File: src/rtl/preg_free_list_if.sv
// Rename/commit side bundle for the physical-register free list.
// The master (rename + commit) drives requests; the slave (free list) answers.
interface preg_free_list_if #(
    parameter int NUM_PREGS   = 64,
    parameter int NUM_AREGS   = 32,
    parameter int ALLOC_WIDTH = 2,
    parameter int FREE_WIDTH  = 2
);
    localparam int D    = NUM_PREGS - NUM_AREGS;
    localparam int PW   = $clog2(NUM_PREGS);
    localparam int CW   = $clog2(ALLOC_WIDTH + 1);
    localparam int PTRW = $clog2(D) + 1;

    logic [CW-1:0]                    alloc_cnt;
    logic                             alloc_ready;
    logic [ALLOC_WIDTH-1:0][PW-1:0]   alloc_preg;
    logic [FREE_WIDTH-1:0]            free_vld;
    logic [FREE_WIDTH-1:0][PW-1:0]    free_preg;
    logic [CW-1:0]                    retire_cnt;
    logic                             flush;
    logic [PTRW-1:0]                  free_cnt;
    logic                             overflow_err;

    modport master (
        output alloc_cnt, free_vld, free_preg, retire_cnt, flush,
        input  alloc_ready, alloc_preg, free_cnt, overflow_err
    );

    modport slave (
        input  alloc_cnt, free_vld, free_preg, retire_cnt, flush,
        output alloc_ready, alloc_preg, free_cnt, overflow_err
    );
endinterface

File: src/rtl/preg_free_list.sv
// Circular free list of physical registers with speculative head, retired
// (architectural) head and tail pointers; flush rewinds head to the retired head.
module preg_free_list #(
    parameter int NUM_PREGS   = 64,
    parameter int NUM_AREGS   = 32,
    parameter int ALLOC_WIDTH = 2,
    parameter int FREE_WIDTH  = 2
) (
    input logic              clk,
    input logic              rst,
    preg_free_list_if.slave  fl_if
);
    localparam int D    = NUM_PREGS - NUM_AREGS;
    localparam int PW   = $clog2(NUM_PREGS);
    localparam int IW   = $clog2(D);
    localparam int PTRW = IW + 1;

    typedef logic [PTRW-1:0] ptr_t;
    typedef logic [PTRW:0]   wide_t;

    logic [PW-1:0] fl_q [D];
    logic [PW-1:0] fl_d [D];
    ptr_t head_q, head_d;
    ptr_t arch_head_q, arch_head_d;
    ptr_t tail_q, tail_d;
    logic ovf_q, ovf_d;

    ptr_t free_cnt;
    ptr_t spec_cnt;
    ptr_t retire_ext;
    ptr_t alloc_ext;
    ptr_t free_pop;
    ptr_t room_used;
    logic alloc_ready;
    logic alloc_fire;
    logic retire_ovf;
    logic free_ovf;

    function automatic logic [IW-1:0] slot(input ptr_t base, input int unsigned off);
        ptr_t p;
        p = base + ptr_t'(off);
        return p[IW-1:0];
    endfunction

    assign free_cnt    = tail_q - head_q;
    assign spec_cnt    = head_q - arch_head_q;
    assign alloc_ready = free_cnt >= ptr_t'(ALLOC_WIDTH);
    assign retire_ext  = ptr_t'(fl_if.retire_cnt);
    assign alloc_ext   = ptr_t'(fl_if.alloc_cnt);
    assign alloc_fire  = alloc_ready && (fl_if.alloc_cnt != '0) && !fl_if.flush;

    // A retire claiming more than is outstanding is flagged and ignored so the
    // pointers never cross.
    assign retire_ovf  = retire_ext > spec_cnt;
    assign arch_head_d = retire_ovf ? arch_head_q : arch_head_q + retire_ext;

    // Capacity is measured against the post-retire head: the PREG retiring this
    // cycle leaves the list, which is what makes room for its predecessor.
    assign room_used   = tail_q - arch_head_d;
    assign free_ovf    = ({1'b0, room_used} + {1'b0, free_pop}) > wide_t'(D);

    assign fl_if.alloc_ready  = alloc_ready;
    assign fl_if.free_cnt     = free_cnt;
    assign fl_if.overflow_err = ovf_q;

    always_comb begin
        for (int k = 0; k < ALLOC_WIDTH; k++) begin
            fl_if.alloc_preg[k] = fl_q[slot(head_q, k)];
        end
    end

    // NOTE: every variable written in this block gets a default first, so no
    // path leaves one unassigned and no latch is inferred.
    always_comb begin
        int unsigned rank;
        fl_d     = fl_q;
        free_pop = '0;
        rank     = 0;
        for (int k = 0; k < FREE_WIDTH; k++) begin
            free_pop = free_pop + ptr_t'(fl_if.free_vld[k]);
        end
        // Valid lanes pack at tail in lane order; an overflowing batch is dropped whole.
        for (int k = 0; k < FREE_WIDTH; k++) begin
            if (fl_if.free_vld[k] && !free_ovf) begin
                fl_d[slot(tail_q, rank)] = fl_if.free_preg[k];
                rank = rank + 1;
            end
        end
    end

    always_comb begin
        head_d = head_q;
        if (fl_if.flush) begin
            head_d = arch_head_d;
        end else if (alloc_fire) begin
            head_d = head_q + alloc_ext;
        end
        tail_d = free_ovf ? tail_q : tail_q + free_pop;
        ovf_d  = ovf_q | free_ovf | retire_ovf;
    end

    // NOTE: state registers use non-blocking assignments so every flop samples
    // the pre-edge values regardless of statement order.
    always_ff @(posedge clk) begin
        if (rst) begin
            head_q      <= '0;
            arch_head_q <= '0;
            tail_q      <= ptr_t'(D);
            ovf_q       <= 1'b0;
            // NOTE: the storage is reset on purpose: its reset contents are the
            // initial free list (every PREG not mapped by an AREG).
            for (int i = 0; i < D; i++) begin
                fl_q[i] <= PW'(NUM_AREGS + i);
            end
        end else begin
            head_q      <= head_d;
            arch_head_q <= arch_head_d;
            tail_q      <= tail_d;
            ovf_q       <= ovf_d;
            fl_q        <= fl_d;
        end
    end
endmodule

File: src/flat_wrapper.sv
// flat-port wrapper written by rule: the top's interface ports become plain ports
module preg_free_list_flat 
#(
    parameter int NUM_PREGS   = 64,
    parameter int NUM_AREGS   = 32,
    parameter int ALLOC_WIDTH = 2,
    parameter int FREE_WIDTH  = 2
)
  (clk, rst, fl_if_alloc_cnt, fl_if_free_vld, fl_if_free_preg, fl_if_retire_cnt, fl_if_flush, fl_if_alloc_ready, fl_if_alloc_preg, fl_if_free_cnt, fl_if_overflow_err);
  preg_free_list_if #(.NUM_PREGS(NUM_PREGS), .NUM_AREGS(NUM_AREGS), .ALLOC_WIDTH(ALLOC_WIDTH), .FREE_WIDTH(FREE_WIDTH)) fl_if_i ();
  input logic clk;
  input logic rst;
  input wire logic [$bits(fl_if_i.alloc_cnt)-1:0] fl_if_alloc_cnt;
  input wire logic [$bits(fl_if_i.free_vld)-1:0] fl_if_free_vld;
  input wire logic [$bits(fl_if_i.free_preg)-1:0] fl_if_free_preg;
  input wire logic [$bits(fl_if_i.retire_cnt)-1:0] fl_if_retire_cnt;
  input wire logic [$bits(fl_if_i.flush)-1:0] fl_if_flush;
  output wire logic [$bits(fl_if_i.alloc_ready)-1:0] fl_if_alloc_ready;
  output wire logic [$bits(fl_if_i.alloc_preg)-1:0] fl_if_alloc_preg;
  output wire logic [$bits(fl_if_i.free_cnt)-1:0] fl_if_free_cnt;
  output wire logic [$bits(fl_if_i.overflow_err)-1:0] fl_if_overflow_err;
  assign fl_if_i.alloc_cnt = fl_if_alloc_cnt;
  assign fl_if_i.free_vld = fl_if_free_vld;
  assign fl_if_i.free_preg = fl_if_free_preg;
  assign fl_if_i.retire_cnt = fl_if_retire_cnt;
  assign fl_if_i.flush = fl_if_flush;
  assign fl_if_alloc_ready = fl_if_i.alloc_ready;
  assign fl_if_alloc_preg = fl_if_i.alloc_preg;
  assign fl_if_free_cnt = fl_if_i.free_cnt;
  assign fl_if_overflow_err = fl_if_i.overflow_err;
  preg_free_list #(.NUM_PREGS(NUM_PREGS), .NUM_AREGS(NUM_AREGS), .ALLOC_WIDTH(ALLOC_WIDTH), .FREE_WIDTH(FREE_WIDTH)) u_core (.clk(clk), .rst(rst), .fl_if(fl_if_i));
endmodule
File: config.mk
export PLATFORM = sky130hd
export DESIGN_NAME = preg_free_list_flat
export DESIGN_NICKNAME = d
export VERILOG_FILES = /design/src/rtl/preg_free_list_if.sv /design/src/rtl/preg_free_list.sv /design/src/flat_wrapper.sv
export SDC_FILE = /design/constraint.sdc
export NUM_CORES = 1
export LEC_CHECK = 0
export CAP_MARGIN = 20
export CORE_UTILIZATION = 45
export CTS_BUF_LIST = sky130_fd_sc_hd__clkbuf_16
export CTS_CLUSTER_SIZE = 14
export DETAILED_ROUTE_END_ITERATION = 8
export PLACE_DENSITY_LB_ADDON = 0.12
export SLEW_MARGIN = 15
export SYNTH_ARGS = -nofsm -noshare
export SYNTH_HDL_FRONTEND = slang
export SYNTH_SLANG_ARGS = --single-unit
File: constraint.sdc
create_clock -name clk -period 9.3 [get_ports clk]
set_input_delay 1.86 -clock clk [delete_from_list [all_inputs] [get_ports clk]]
set_output_delay 1.86 -clock clk [all_outputs]
set_load 0.02 [all_outputs]
==> metrics.md <==
| Metric | Value |
|---|---|
| Total power of the final layout | 5890 µW |
| Final Setup Violations | 0 |
| Remaining DRCs | 0 |
| Top fanout value on the critical path | 11 |
| Shortest clock period the worst path allows after layout | 8210 ps |
| Fill count | 3002 |
| Mean cell area of the mapped netlist | 9.08 µm² |
| Dominant combinational cell family by area after synthesis | compound AO/OA/AOI/OAI gates |
| Yosys reg bits | 211 |
| Cell occurring most often along the worst timing path | sky130_fd_sc_hd__ha_1 |
| Effective utilization at floorplan | 46.2% |
| Number of clock sinks | 211 |
| Maximum clock path buffer count | 3 |
| Number of nets in the final layout | 1673 |
| Synth-to-Final Area Change | 10.8% |
| Fraction of the mapped netlist area in compound gates | 22.8% |
| Critical path launch point type | input port |
| WP buf/inv | 4 |
| Slowest-stage cell, CP | sky130_fd_sc_hd__or3b_2 |
| GRT Util Overall | 37.9% |
| Number of maximum-capacitance violations | 0 |
| Routed vias | 14900 |
| H-Tree Depth | 1 |
| Post-synthesis net count | 1682 |
| Top cell type by total area after synthesis | sky130_fd_sc_hd__dfxtp_1 |
| Maximum number of pins on one net before global-route repair | 112 |
| Cell with the most instances after synthesis | sky130_fd_sc_hd__dfxtp_1 |
| DIE WIDTH | 183 µm |
| Post-synthesis simple-gate area fraction | 17.1% |
| Remaining number of nets flagged by the antenna check after routing | 0 |
| Buffers inserted by post-CTS timing repair | 0 |
| Placed wire-length estimate after detailed placement | 44400 µm |
| Site Rows | 65 |
| Synth Flop Type | sky130_fd_sc_hd__dfxtp_1 |
| Gate Count Post-Synth | 1626 |
| Iter 0 DRT Violations | 2596 |
| Fraction of final layout cells sized beyond drive strength 1 | 16.7% |
| Max Clock Skew | 19.1 ps |
| Clock root cell | sky130_fd_sc_hd__clkbuf_16 |
| Top Ports | 41 |
| First-pass GRT wire length | 93000 µm |
| CP Class | input port to flip-flop |
| Top achievable clock speed | 122 MHz |
| Post-Layout Inst Area | 16400 µm² |
| Aggregate negative setup slack | 0 ps |
| Arithmetic-cell share of the synthesized area counting full adders, half adders and majority gates | 3.27% |
| TritonRoute pass-1 iters | 8 |
| Routed length per placed instance | 31.0 µm |
| Combinational fraction of design power | 65.6% |
| Placed inst area | 15600 µm² |
| Worst path arrival time | 8650 ps |
| Delay of the slowest critical-path stage | 710 ps |
| Sequential power share | 17.9% |
| Count of input and output buffers | 40 |
| Clock tree from TritonCTS | yes |
| Area of the placeable core | 32000 µm² |
| Hold violation count in the final report | 0 |
| Register area share after synthesis | 28.6% |
| Critical path required time | 9730 ps |
| Mux cell area share after synthesis | 21.7% |
| Total die area | 33600 µm² |
| Top post-synthesis cells by count | sky130_fd_sc_hd__dfxtp_1 (211), sky130_fd_sc_hd__nor2_1 (187), sky130_fd_sc_hd__nand2_1 (156) |
| Count of synthesis-stage warnings from yosys | 0 |
| Top area cells in the synthesized netlist | sky130_fd_sc_hd__dfxtp_1 (29%), sky130_fd_sc_hd__mux4_2 (18%), sky130_fd_sc_hd__nor2_1 (4.8%), sky130_fd_sc_hd__nand2_1 (4.0%), sky130_fd_sc_hd__mux2i_1 (2.9%) |
| Total power per unit cell area | 360 nW/µm² |
| Peak ir drop on the vdd network | 0.727 mV |
| Worst skew pair latency | 560 ps |
| Antenna violations before repair | 2 |
| Clock network fraction of total power | 16.5% |
| Crit end category | flip-flop |
| GR Overflow Total | 0 |
| Total routed wirelength | 64000 µm |
| Post-Syn Area | 14800 µm² |
| Global placer's final weighted congestion | 1.02 |
| Sw frac | 54.9% |
| Crit-path leading delay family | simple AND/OR/NAND/NOR gates |
| Run status | finished clean |
| Unrepaired setup endpoints after global routing | no |
| Fraction of synthesized cell area in xor and xnor cells | 1.59% |
| Post-CTS Hold Fix Bufs | 0 |
| Internal power summed over all cells | 2660 µW |
| Worst slew margin relative to its limit | 12.1% |
| Post-CTS clock slew at the launch and capture registers of the worst setup and hold paths | 60 ps |
| Via count of the first global-routing pass | 13500 |
| Number of CTS-inserted buffers | 26 |
| Least-Margin Pin Slew | 1310 ps |
| Share of the synthesized area in the top cell type | 28.6% |
| Vias/cell | 7.21 |
| Library cells used by synthesis | 85 |
| Fraction of registers with async set or reset after synthesis | 0% |
| Pleak | 0.00567 µW |
| Count of pins over their slew limit | 0 |
| Psw | 3230 µW |
| Post-route fraction of the period consumed by the critical path | 88.3% |
| Post-synth EDFFs | 0 |
| HP Class | flip-flop to flip-flop |
| Post-CTS Resized | 0 |
| Chip Height | 183 µm |
## layout make-up
type	instances	area (µm²)	share of cell area, %
multi-input combinational	1248	9860	60.2
sequential	211	4230	25.8
timing repair buffer	97	841	5.14
clock buffer	27	676	4.13
tap	435	544	3.33
inverter	33	124	0.757
clock inverter	15	88.8	0.543
antenna	1	2.50	0.0153
## sequential cells by signal, summed over array words and instances, names as in the netlist
name and flops:
u_core.tail_q 6, u_core.fl_q 192, u_core.fl_if.overflow_err 1, u_core.arch_head_q 6
u_core.head_q 6
## kinds of logic (layout without fill, tap and decap cells)
family	after synthesis	count (layout)
AND/OR/NAND/NOR	552	552
AO/OA/AOI/OAI	465	465
flip-flops	211	211
multiplexers	170	170
buffers and inverters	167	172
adder cells (fa/ha/maj)	35	35
XOR/XNOR	26	26
other	0	1
## metrics by stage
| step | std cells | hold WS [ps] | utilization, % | setup WS [ps] |
|---|---|---|---|---|
| floorplan | 1626 | 446 | - | 1190 |
| global placement | 2023 | 472 | 48.8 | 493 |
| detailed placement | 2023 | 478 | 48.8 | 440 |
| CTS | 2065 | 492 | 51.1 | 976 |
| global route | 2066 | 517 | 51.2 | 531 |
| finish | 2067 | 494 | 51.2 | 1090 |
## path summary, 6_finish.rpt
path / start / endpoint / slack [ps] / cells after the start
setup / recovery: fl_if_retire_cnt[1] / u_core.fl_q[46] / 1090 / 26
hold / removal: u_core.fl_q[123] / u_core.fl_q[123] / 490 / 2
setup reg to reg: u_core.arch_head_q[1] / u_core.fl_q[46] / 1660 / 28
hold reg to reg: u_core.fl_q[123] / u_core.fl_q[123] / 490 / 2
## power groups by stage
| stage | Clock [µW] | Sequential [µW] | Combinational [µW] |
|---|---|---|---|
| final | 970 | 1060 | 3860 |
| after global routing | 1000 | 1060 | 4000 |
| after floorplan | 0 | 1040 | 2660 |
| after global placement | 0 | 1070 | 3700 |
| after CTS | 961 | 1050 | 3720 |
| after detailed placement | 0 | 1070 | 3700 |
## worst min-delay path, cell delays in order, from the launching register on
cell	delay, ps
sky130_fd_sc_hd__dfxtp_1	320
sky130_fd_sc_hd__inv_1	50
sky130_fd_sc_hd__o21ai_0	70
## placed cells by master, fill, tap and decap left out, drive strengths merged, types with 43 or more instances in the layout
cell   count
mux2i     43
buf       59
o21ai     66
nor3      65
a21oi     96
nand3     51
mux4     120
nor2     195
dfxtp    211
nand2    156
o22ai     46
## per-layer routing
metal,vias to the layer above,routed length (µm),global-route usage [%]
met1,7253,25400,52.7
met3,264,9280,12.7
met2,1166,25800,52.7
li1,6225,-,-
met4,4,3520,17.3
met5,-,31,0
Note: power is estimated with default switching activity, not from simulation.
